[src/rtl/projectile_pool.sv]
// rtl/projectile_pool.sv - fixed-size pool of vertically travelling projectiles with edge-triggered firing
module projectile_pool #(
    parameter int NP       = 4,
    parameter int SPEED    = 4,
    parameter int COOLDOWN = 3,
    parameter int DIR      = 0,
    parameter int PROJ_W   = 2,
    parameter int PROJ_H   = 8,
    parameter int Y_MIN    = 0,
    parameter int Y_MAX    = 479
) (
    input  logic                      frame_clk,
    input  logic                      Reset,
    input  logic                      FireReq,
    input  logic [9:0]                OriginX,
    input  logic [9:0]                OriginY,
    input  logic [9:0]                DrawX,
    input  logic [9:0]                DrawY,
    input  logic [NP-1:0]             ProjColl,
    output logic [NP-1:0]             ProjOn,
    output logic [9:0]                ProjDistX,
    output logic [9:0]                ProjDistY,
    output logic [NP-1:0]             ActiveMask,
    output logic [$clog2(NP+1)-1:0]   ActiveCount,
    output logic                      FireAck
);

    localparam int IW = (NP > 1) ? $clog2(NP) : 1;
    localparam int CW = $clog2(NP + 1);
    localparam logic [10:0] LO_LIM = 11'(Y_MIN + SPEED);
    localparam logic [10:0] HI_LIM = 11'(Y_MAX);
    localparam logic [10:0] SPD11  = 11'(SPEED);
    localparam logic [10:0] W11    = 11'(PROJ_W);
    localparam logic [10:0] H11    = 11'(PROJ_H);

    logic [NP-1:0]       active_q, active_d;
    logic [NP-1:0][9:0]  x_q, x_d;
    logic [NP-1:0][9:0]  y_q, y_d;
    logic [5:0]          cool_q, cool_d;
    logic                fire_prev_q, fire_prev_d;
    logic                armed_q, armed_d;
    logic                fire_ack_q, fire_ack_d;

    logic                any_idle;
    logic [IW-1:0]       alloc_idx;
    logic                fire_event;
    logic                accept;

    always_ff @(posedge frame_clk) begin
        if (Reset) begin
            active_q    <= '0;
            x_q         <= '0;
            y_q         <= '0;
            cool_q      <= '0;
            fire_prev_q <= 1'b0;
            armed_q     <= 1'b0;
            fire_ack_q  <= 1'b0;
        end else begin
            active_q    <= active_d;
            x_q         <= x_d;
            y_q         <= y_d;
            cool_q      <= cool_d;
            fire_prev_q <= fire_prev_d;
            armed_q     <= armed_d;
            fire_ack_q  <= fire_ack_d;
        end
    end

    // Allocation looks only at registered state, so slots freed this cycle stay unavailable.
    always_comb begin
        any_idle  = 1'b0;
        alloc_idx = '0;
        for (int i = 0; i < NP; i++) begin
            if (!active_q[i] && !any_idle) begin
                any_idle  = 1'b1;
                alloc_idx = IW'(i);
            end
        end
    end

    // A button held across reset must be released once before it can fire.
    always_comb begin
        fire_prev_d = FireReq;
        armed_d     = armed_q | ~FireReq;
        fire_event  = FireReq & ~fire_prev_q & armed_q;
        accept      = fire_event && (cool_q == 6'd0) && any_idle;
        fire_ack_d  = accept;
        if (accept) begin
            cool_d = 6'(COOLDOWN);
        end else if (cool_q != 6'd0) begin
            cool_d = cool_q - 6'd1;
        end else begin
            cool_d = 6'd0;
        end
    end

    always_comb begin
        active_d = active_q;
        x_d      = x_q;
        y_d      = y_q;
        for (int i = 0; i < NP; i++) begin
            if (active_q[i]) begin
                if (ProjColl[i]) begin
                    active_d[i] = 1'b0;
                end else if (DIR == 0) begin
                    if ({1'b0, y_q[i]} < LO_LIM) begin
                        active_d[i] = 1'b0;
                    end else begin
                        y_d[i] = y_q[i] - 10'(SPEED);
                    end
                end else begin
                    if (({1'b0, y_q[i]} + SPD11) > HI_LIM) begin
                        active_d[i] = 1'b0;
                    end else begin
                        y_d[i] = y_q[i] + 10'(SPEED);
                    end
                end
            end else if (accept && (alloc_idx == IW'(i))) begin
                active_d[i] = 1'b1;
                x_d[i]      = OriginX;
                y_d[i]      = OriginY;
            end
        end
    end

    // Box tests are done in 11 bits so a box near the right/bottom edge cannot wrap.
    always_comb begin
        for (int i = 0; i < NP; i++) begin
            ProjOn[i] = active_q[i]
                      && (DrawX >= x_q[i]) && ({1'b0, DrawX} < ({1'b0, x_q[i]} + W11))
                      && (DrawY >= y_q[i]) && ({1'b0, DrawY} < ({1'b0, y_q[i]} + H11));
        end
    end

    always_comb begin
        logic found;
        found     = 1'b0;
        ProjDistX = 10'd0;
        ProjDistY = 10'd0;
        for (int i = 0; i < NP; i++) begin
            if (ProjOn[i] && !found) begin
                found     = 1'b1;
                ProjDistX = DrawX - x_q[i];
                ProjDistY = DrawY - y_q[i];
            end
        end
    end

    always_comb begin
        ActiveCount = '0;
        for (int i = 0; i < NP; i++) begin
            ActiveCount = ActiveCount + CW'(active_q[i]);
        end
    end

    assign ActiveMask = active_q;
    assign FireAck    = fire_ack_q;

endmodule

[config.mk]
export PLATFORM = sky130hd
export DESIGN_NAME = projectile_pool
export DESIGN_NICKNAME = d
export VERILOG_FILES = /design/src/rtl/projectile_pool.sv
export SDC_FILE = /design/constraint.sdc
export NUM_CORES = 1
export LEC_CHECK = 0
export ABC_CLOCK_PERIOD_IN_PS = 4200
export CORE_MARGIN = 1.5
export CORE_UTILIZATION = 40
export CTS_CLUSTER_SIZE = 20
export DETAILED_ROUTE_END_ITERATION = 6
export GPL_ROUTABILITY_DRIVEN = 0
export HOLD_SLACK_MARGIN = 0.06
export SETUP_SLACK_MARGIN = 0.3
export SLEW_MARGIN = 25
export SYNTH_ARGS = -nofsm -noshare
export SYNTH_HDL_FRONTEND = slang
export SYNTH_SLANG_ARGS = --single-unit
export TNS_END_PERCENT = 5
[constraint.sdc]
create_clock -name frame_clk -period 4.2 [get_ports frame_clk]
set_input_delay 0.63 -clock frame_clk [delete_from_list [all_inputs] [get_ports frame_clk]]
set_output_delay 0.63 -clock frame_clk [all_outputs]
set_load 0.02 [all_outputs]
### Word level (Yosys, flattened, before mapping)

Cells that the tools add are included.

* register bits: 93
* input bits: 47
* logic and storage cells: 183

* add/subtract/negate cells: 24
* $lt $le $gt $ge: 20
* eq/ne operators: 11
* multiplexer cells: 52
* bitwise gates (word level): 10
* reductions and logical operators: 52

Operator list (count)
* 10-bit 2-to-1 mux: 24
* 10-bit by 11-bit less-than comparator with 1-bit output: 8
* 10-bit >= comparator: 8
* 10-bit subtractor: 8
* 10-bit by 2-bit adder with 11-bit output (second input constant): 4
* 10-bit by 4-bit adder with 11-bit output (second input constant): 4
* 10-bit by 3-bit less-than comparator with 1-bit output (second input constant): 4
* 10-bit by 3-bit subtractor with 10-bit output (second input constant): 4
* 1-bit logical AND: 28
* 1-bit 2-to-1 mux: 24
* 2-bit != test (second input constant): 8
* 3-bit AND reduction: 4
* 1-bit logical NOT: 8
* 2-bit 2-to-1 mux: 4
* 2-bit AND reduction: 4
* 2-bit nonzero test: 4
* 1-bit NOT: 7
* 6-bit logical NOT: 1
* 6-bit nonzero test: 1
* 6-bit by 1-bit subtractor with 6-bit output (second input constant): 1
* 2-bit == test (second input constant): 2
* 2-bit by 1-bit adder with 3-bit output: 1
* 3-bit by 1-bit adder with 3-bit output: 1
* 3-bit OR reduction: 1
* other kinds (5): 6

### Logic depth before layout (Yosys ltp)

* word-level depth: 15
* mapped depth: 17

### Least setup slack after synthesis

OpenSTA, ideal clock, no wires.

* path type: input -> output
* start: in DrawX[0]
* end: out ProjDistX[3]
* arrival: 3496 ps
* data required time: 3570 ps
* path slack: 74 ps
* stages: 15
* buffers on the path: 2
* cells stage by stage: inv_1 ha_1 inv_1 fa_1 a211oi_1 o21bai_1 a2111oi_0 a2111o_1 or2_2 buf_2 clkinv_2 nor3_2 buf_6 nand2_1 a41oi_1

RTL lines
* start: declaration: RTL line 17 `input logic [9:0] DrawX,`
* 10-bit >= comparator: RTL line 130 `&& (DrawX >= x_q[i]) && ({1'b0, DrawX} < ({1'b0, x_q[i]} + W11))`
* 1-bit logical AND: RTL line 130
* 1-bit logical AND *: RTL line 130
* 1-bit logical AND * (2 in series): RTL line 131 `&& (DrawY >= y_q[i]) && ({1'b0, DrawY} < ({1'b0, y_q[i]} + H11));`
* via ProjOn[1]: RTL line 20 `output logic [NP-1:0] ProjOn,`
* 1-bit logical AND *: RTL line 141 `if (ProjOn[i] && !found) begin`
* 1-bit 2-to-1 mux: RTL line 141
* 1-bit logical NOT: RTL line 141
* 1-bit logical AND: RTL line 141
* 1-bit 2-to-1 mux: RTL line 141
* 1-bit logical NOT: RTL line 141
* 1-bit logical AND: RTL line 141
* 10-bit 2-to-1 mux *: RTL line 141
* end: declaration: RTL line 21 `output logic [9:0] ProjDistX,`

Mark *: on every way through the listed nets, which the timed path passes. The rest lies on a longest branch.

### Final worst setup path

* start: in DrawX[3]
* end: out ProjDistX[2]

* longest elaborated chain between the ends: 15

RTL lines (RTL line)
* 10-bit >= comparator: 130
* 1-bit logical AND (2 in series): 130
* 1-bit logical AND (2 in series): 131
* 1-bit 2-to-1 mux: 141
* 1-bit logical NOT: 141
* 1-bit logical AND: 141
* 1-bit 2-to-1 mux: 141
* 1-bit logical NOT: 141
* 1-bit logical AND: 141
* 1-bit 2-to-1 mux: 141
* 1-bit logical NOT: 141
* 1-bit logical AND: 141
* 10-bit 2-to-1 mux *: 141

Mark *: on every way between the ends. The rest lies on a longest branch, timed or not.

==> out/qor.txt <==
Status - finished with violations
Violated checks - setup timing
Ratio of cells with drive above 1 in the final layout - 29.5%
Hold Worst Slack - 0.465 ns
Chip Width - 166 um
Max-cap viol count - 0
Post-synthesis mux area share - 4.08%
Via count - 11,500
Leading area contributor after synthesis - ha_1
Power Total - 0.00292 W
Comb power frac - 39.5%
Switch Pwr - 0.00101 W
Number of synthesized flops with an enable pin - 0
CTS root buf - clkbuf_16
Clk sink count - 93
Post-Syn Area - 10,600 um^2
GR Util met1 - 33.2%
Critical-path cell list - dlygate4sd2_1 -> buf_4 -> ha_1 -> o21ai_1 -> o21ai_2 -> a211oi_2 -> or2_1 -> or4_4 -> buf_12 -> clkinv_8 -> nor3_4 -> buf_6 -> buf_6 -> a221oi_2 -> o21ai_1 -> buf_4
Routed Antenna Nets - 0
Compound-cell area share of the yosys netlist - 21.6%
Critical Path RT - 3.57 ns
IO buf count - 78
Routing usage on met2 - 46.9%
Synth area leaders - ha_1 20%, dfxtp_1 18%, xnor2_1 6.4%
Final setup fails - 13
Simple-Gate Fraction of Synth Area - 20.2%
CP max FO - 6
Initial Util - 40.7%
# rows - 59
Global routing's busiest layer - met2
Routed len/inst - 17.4 um
H-tree depth - 3
Pwr Density - 192 nW/um^2
Layout Nets - 1,989
Sw frac - 34.5%
TritonCTS buffer count - 9
Peak supply drop - 0.210 mV
Met3 usage - 2.01%
First-pass GRT wire length - 58,700 um
Crit path kind - input port to output pin
Worst-margin pin slew - 0.797 ns
Worst path max stage delay - 0.51 ns
Worst EP arrival - 3.65 ns
Fin crit period - 4.28 ns
Post-Syn Nets - 1,587
Mapped Cells - 1,362
Fmax - 233 MHz
Reg power frac - 33.0%
GR Util All Layers - 26.6%
Largest family of logic cells by synthesized area - adder cells
Io pins - 79
Post-synth top area share - 20.0%
WL final - 36,600 um
Mapped Avg Cell Area - 7.77 um^2
Internal - 0.00191 W
DIE HEIGHT - 166 um
Clk pwr share - 27.5%
Async SR Flop Fraction - 0%
Setup ws final - -0.0841 ns
Synth-to-layout area growth - 43.8%
Seq cells post-synth - 93
Adder-cell area share of the yosys netlist - 21.7%
DR pass1 iterations - 7
Congestion Overflow GR - 0
Synth Warn # - 0
Ys flop type - dfxtp_1
Placed instance count - 2,060
Yosys cell types - 79
Max clock buf depth - 2
Initial antenna violation count - 0
Leakage power - 6.46 nW
Largest net degree at the start of global routing - 51
Final period util - 102%
CP startpoint kind - input port
RSZ-0062 raised after global routing - yes
Slew Viols, Final - 0
CP Capture Type - output pin
CTS tree - yes
Via-to-Cell Ratio - 5.46
Starting DRT DRC Count - 581
Area of the core - 26,000 um^2
Post-Synth XOR/XNOR Area - 8.53%
Post-DP HPWL - 29,900 um
Clk Latency, worst-skew pair - 0.36 ns
Seq/Total Area, Yosys - 17.6%
Clk slew on worst S/H paths - 0.07 ns
Hold Violations, Final - 0
Max_slew headroom - 46.9%
Critical path's slowest cell - or4_4
DRC viols - 0
Final std cells w/o fill - 2,104
Worst Skew - 0.00824 ns
N_diodes - 0
Vias in the first global route - 11,300
Full die area - 27,400 um^2
Hold crit path type - flip-flop to flip-flop
[final cells by class]
type | instances | area [um^2]
Fill cell | 2414 | 10800
Multi-Input combinational cell | 1110 | 8640
Timing Repair Buffer | 435 | 3560
Sequential cell | 93 | 1870
Inverter | 115 | 449
Tap cell | 335 | 419
Clock buffer | 11 | 243
Clock inverter | 5 | 35.0
[Yosys cell counts (10+ instances only)]
cell	number
o21ai_0	57
and3_1	16
nand2_1	101
nor3_1	29
mux2i_1	42
xor2_1	26
nand3_1	46
nor2_1	132
ha_1	169
nand4_1	20
or3_1	10
inv_1	112
clkbuf_1	26
nor2b_1	14
a21o_1	29
dfxtp_1	93
o22ai_1	17
a21oi_1	104
a31oi_1	19
a211oi_1	30
nand2b_1	16
xnor2_1	77
[worst paths after layout]
check / startpoint / end / slack, ns / cells after the start
worst max-delay path: DrawX[3] / ProjDistX[2] / -0.08 / 16
worst min-delay path: armed_q / armed_q / 0.46 / 2
worst max register to register: cool_q[0] / y_q[4] / 1.21 / 10
worst min register to register: armed_q / armed_q / 0.46 / 2
[metal layers]
layer | up-vias | wire, um
met5 | - | 0
met4 | 0 | 1420
met3 | 68 | 1150
met2 | 275 | 17900
met1 | 5413 | 16100
li1 | 5723 | -
[sequential cells by signal (all words and copies together) (netlist names)]
name	cells
FireAck	1
cool_q	6
armed_q	1
fire_prev_q	1
ActiveMask	4
y_q	40
x_q	40
[cell usage in the layout (no fill, tap or decap), types with 7 or more instances in the layout]
master           netlist  routed
buf_4                  3     342
ha_1                 169     153
nor2_1               132     125
inv_1                112     108
nand2_1              101      99
a21oi_1              104      96
dfxtp_1               93      85
xnor2_1               77      77
o21ai_0               57      51
nand3_1               46      45
mux2i_1               42      42
clkdlybuf4s50_1        0      35
a21o_1                29      29
buf_6                  4      29
nor3_1                29      28
xor2_1                26      26
a211oi_1              30      23
nand4_1               20      20
dlygate4sd2_1          0      17
and3_1                16      15
a31oi_1               19      15
nor2b_1               14      14
o22ai_1               17      13
nand2b_1              16      12
ha_4                   0      10
o21a_1                 9       9
clkbuf_16              0       9
or3_1                 10       8
a21oi_2                0       8
or2_2                  9       8
o211ai_1               8       8
o31ai_1                7       7
a211oi_2               0       7
o32ai_1                9       7
a22oi_1                8       7
dfxtp_2                0       7
[metrics by stage]
| step | worst slack [ns] | TNS, ns | area (um^2) | utilization (%) |
|---|---|---|---|---|
| finish | -0.0841 | -0.522 | 15200 | 58.6 |
| global route | -0.211 | -2.70 | 15200 | 58.6 |
| CTS | -0.0557 | -0.195 | 15200 | 58.4 |
| detailed placement | -1.12 | -21.09 | 14200 | 54.5 |
| global placement | -1.05 | -19.15 | 14200 | 54.5 |
| floorplan | 0.230 | 0 | 10700 | - |
[cell families after synthesis]
group	count (synthesis)
simple gates	436
compound gates	350
fa+ha+maj	178
buf+inv	159
xor+xnor	103
flops	93
mux	43
[power groups by stage]
stage | clock, W | sequential (W) | combinational, W
3_5_place_dp | 0 | 0.000983 | 0.00106
2_1_floorplan | 0 | 0.000977 | 0.000585
5_1_grt | 0.000850 | 0.000971 | 0.00128
4_1_cts | 0.000822 | 0.000964 | 0.00114
6_report | 0.000802 | 0.000965 | 0.00115
3_3_place_gp | 0 | 0.000981 | 0.00104
[worst max-delay path, delay by kind of cell]
kind,cells,cell delay [ns]
simple gates,3,0.81
compound gates,5,0.72
buf+inv,7,1.25
fa+ha+maj,1,0.24
[what timing repair did]
item,in CTS,in global routing
setup buffers,27,0
pin swaps,52,8
setup endpoints to repair,24,23
resized for setup,256,15
hold buffers,0,0
cloned,1,0
No activity file was read; power rests on OpenSTA's default activity.
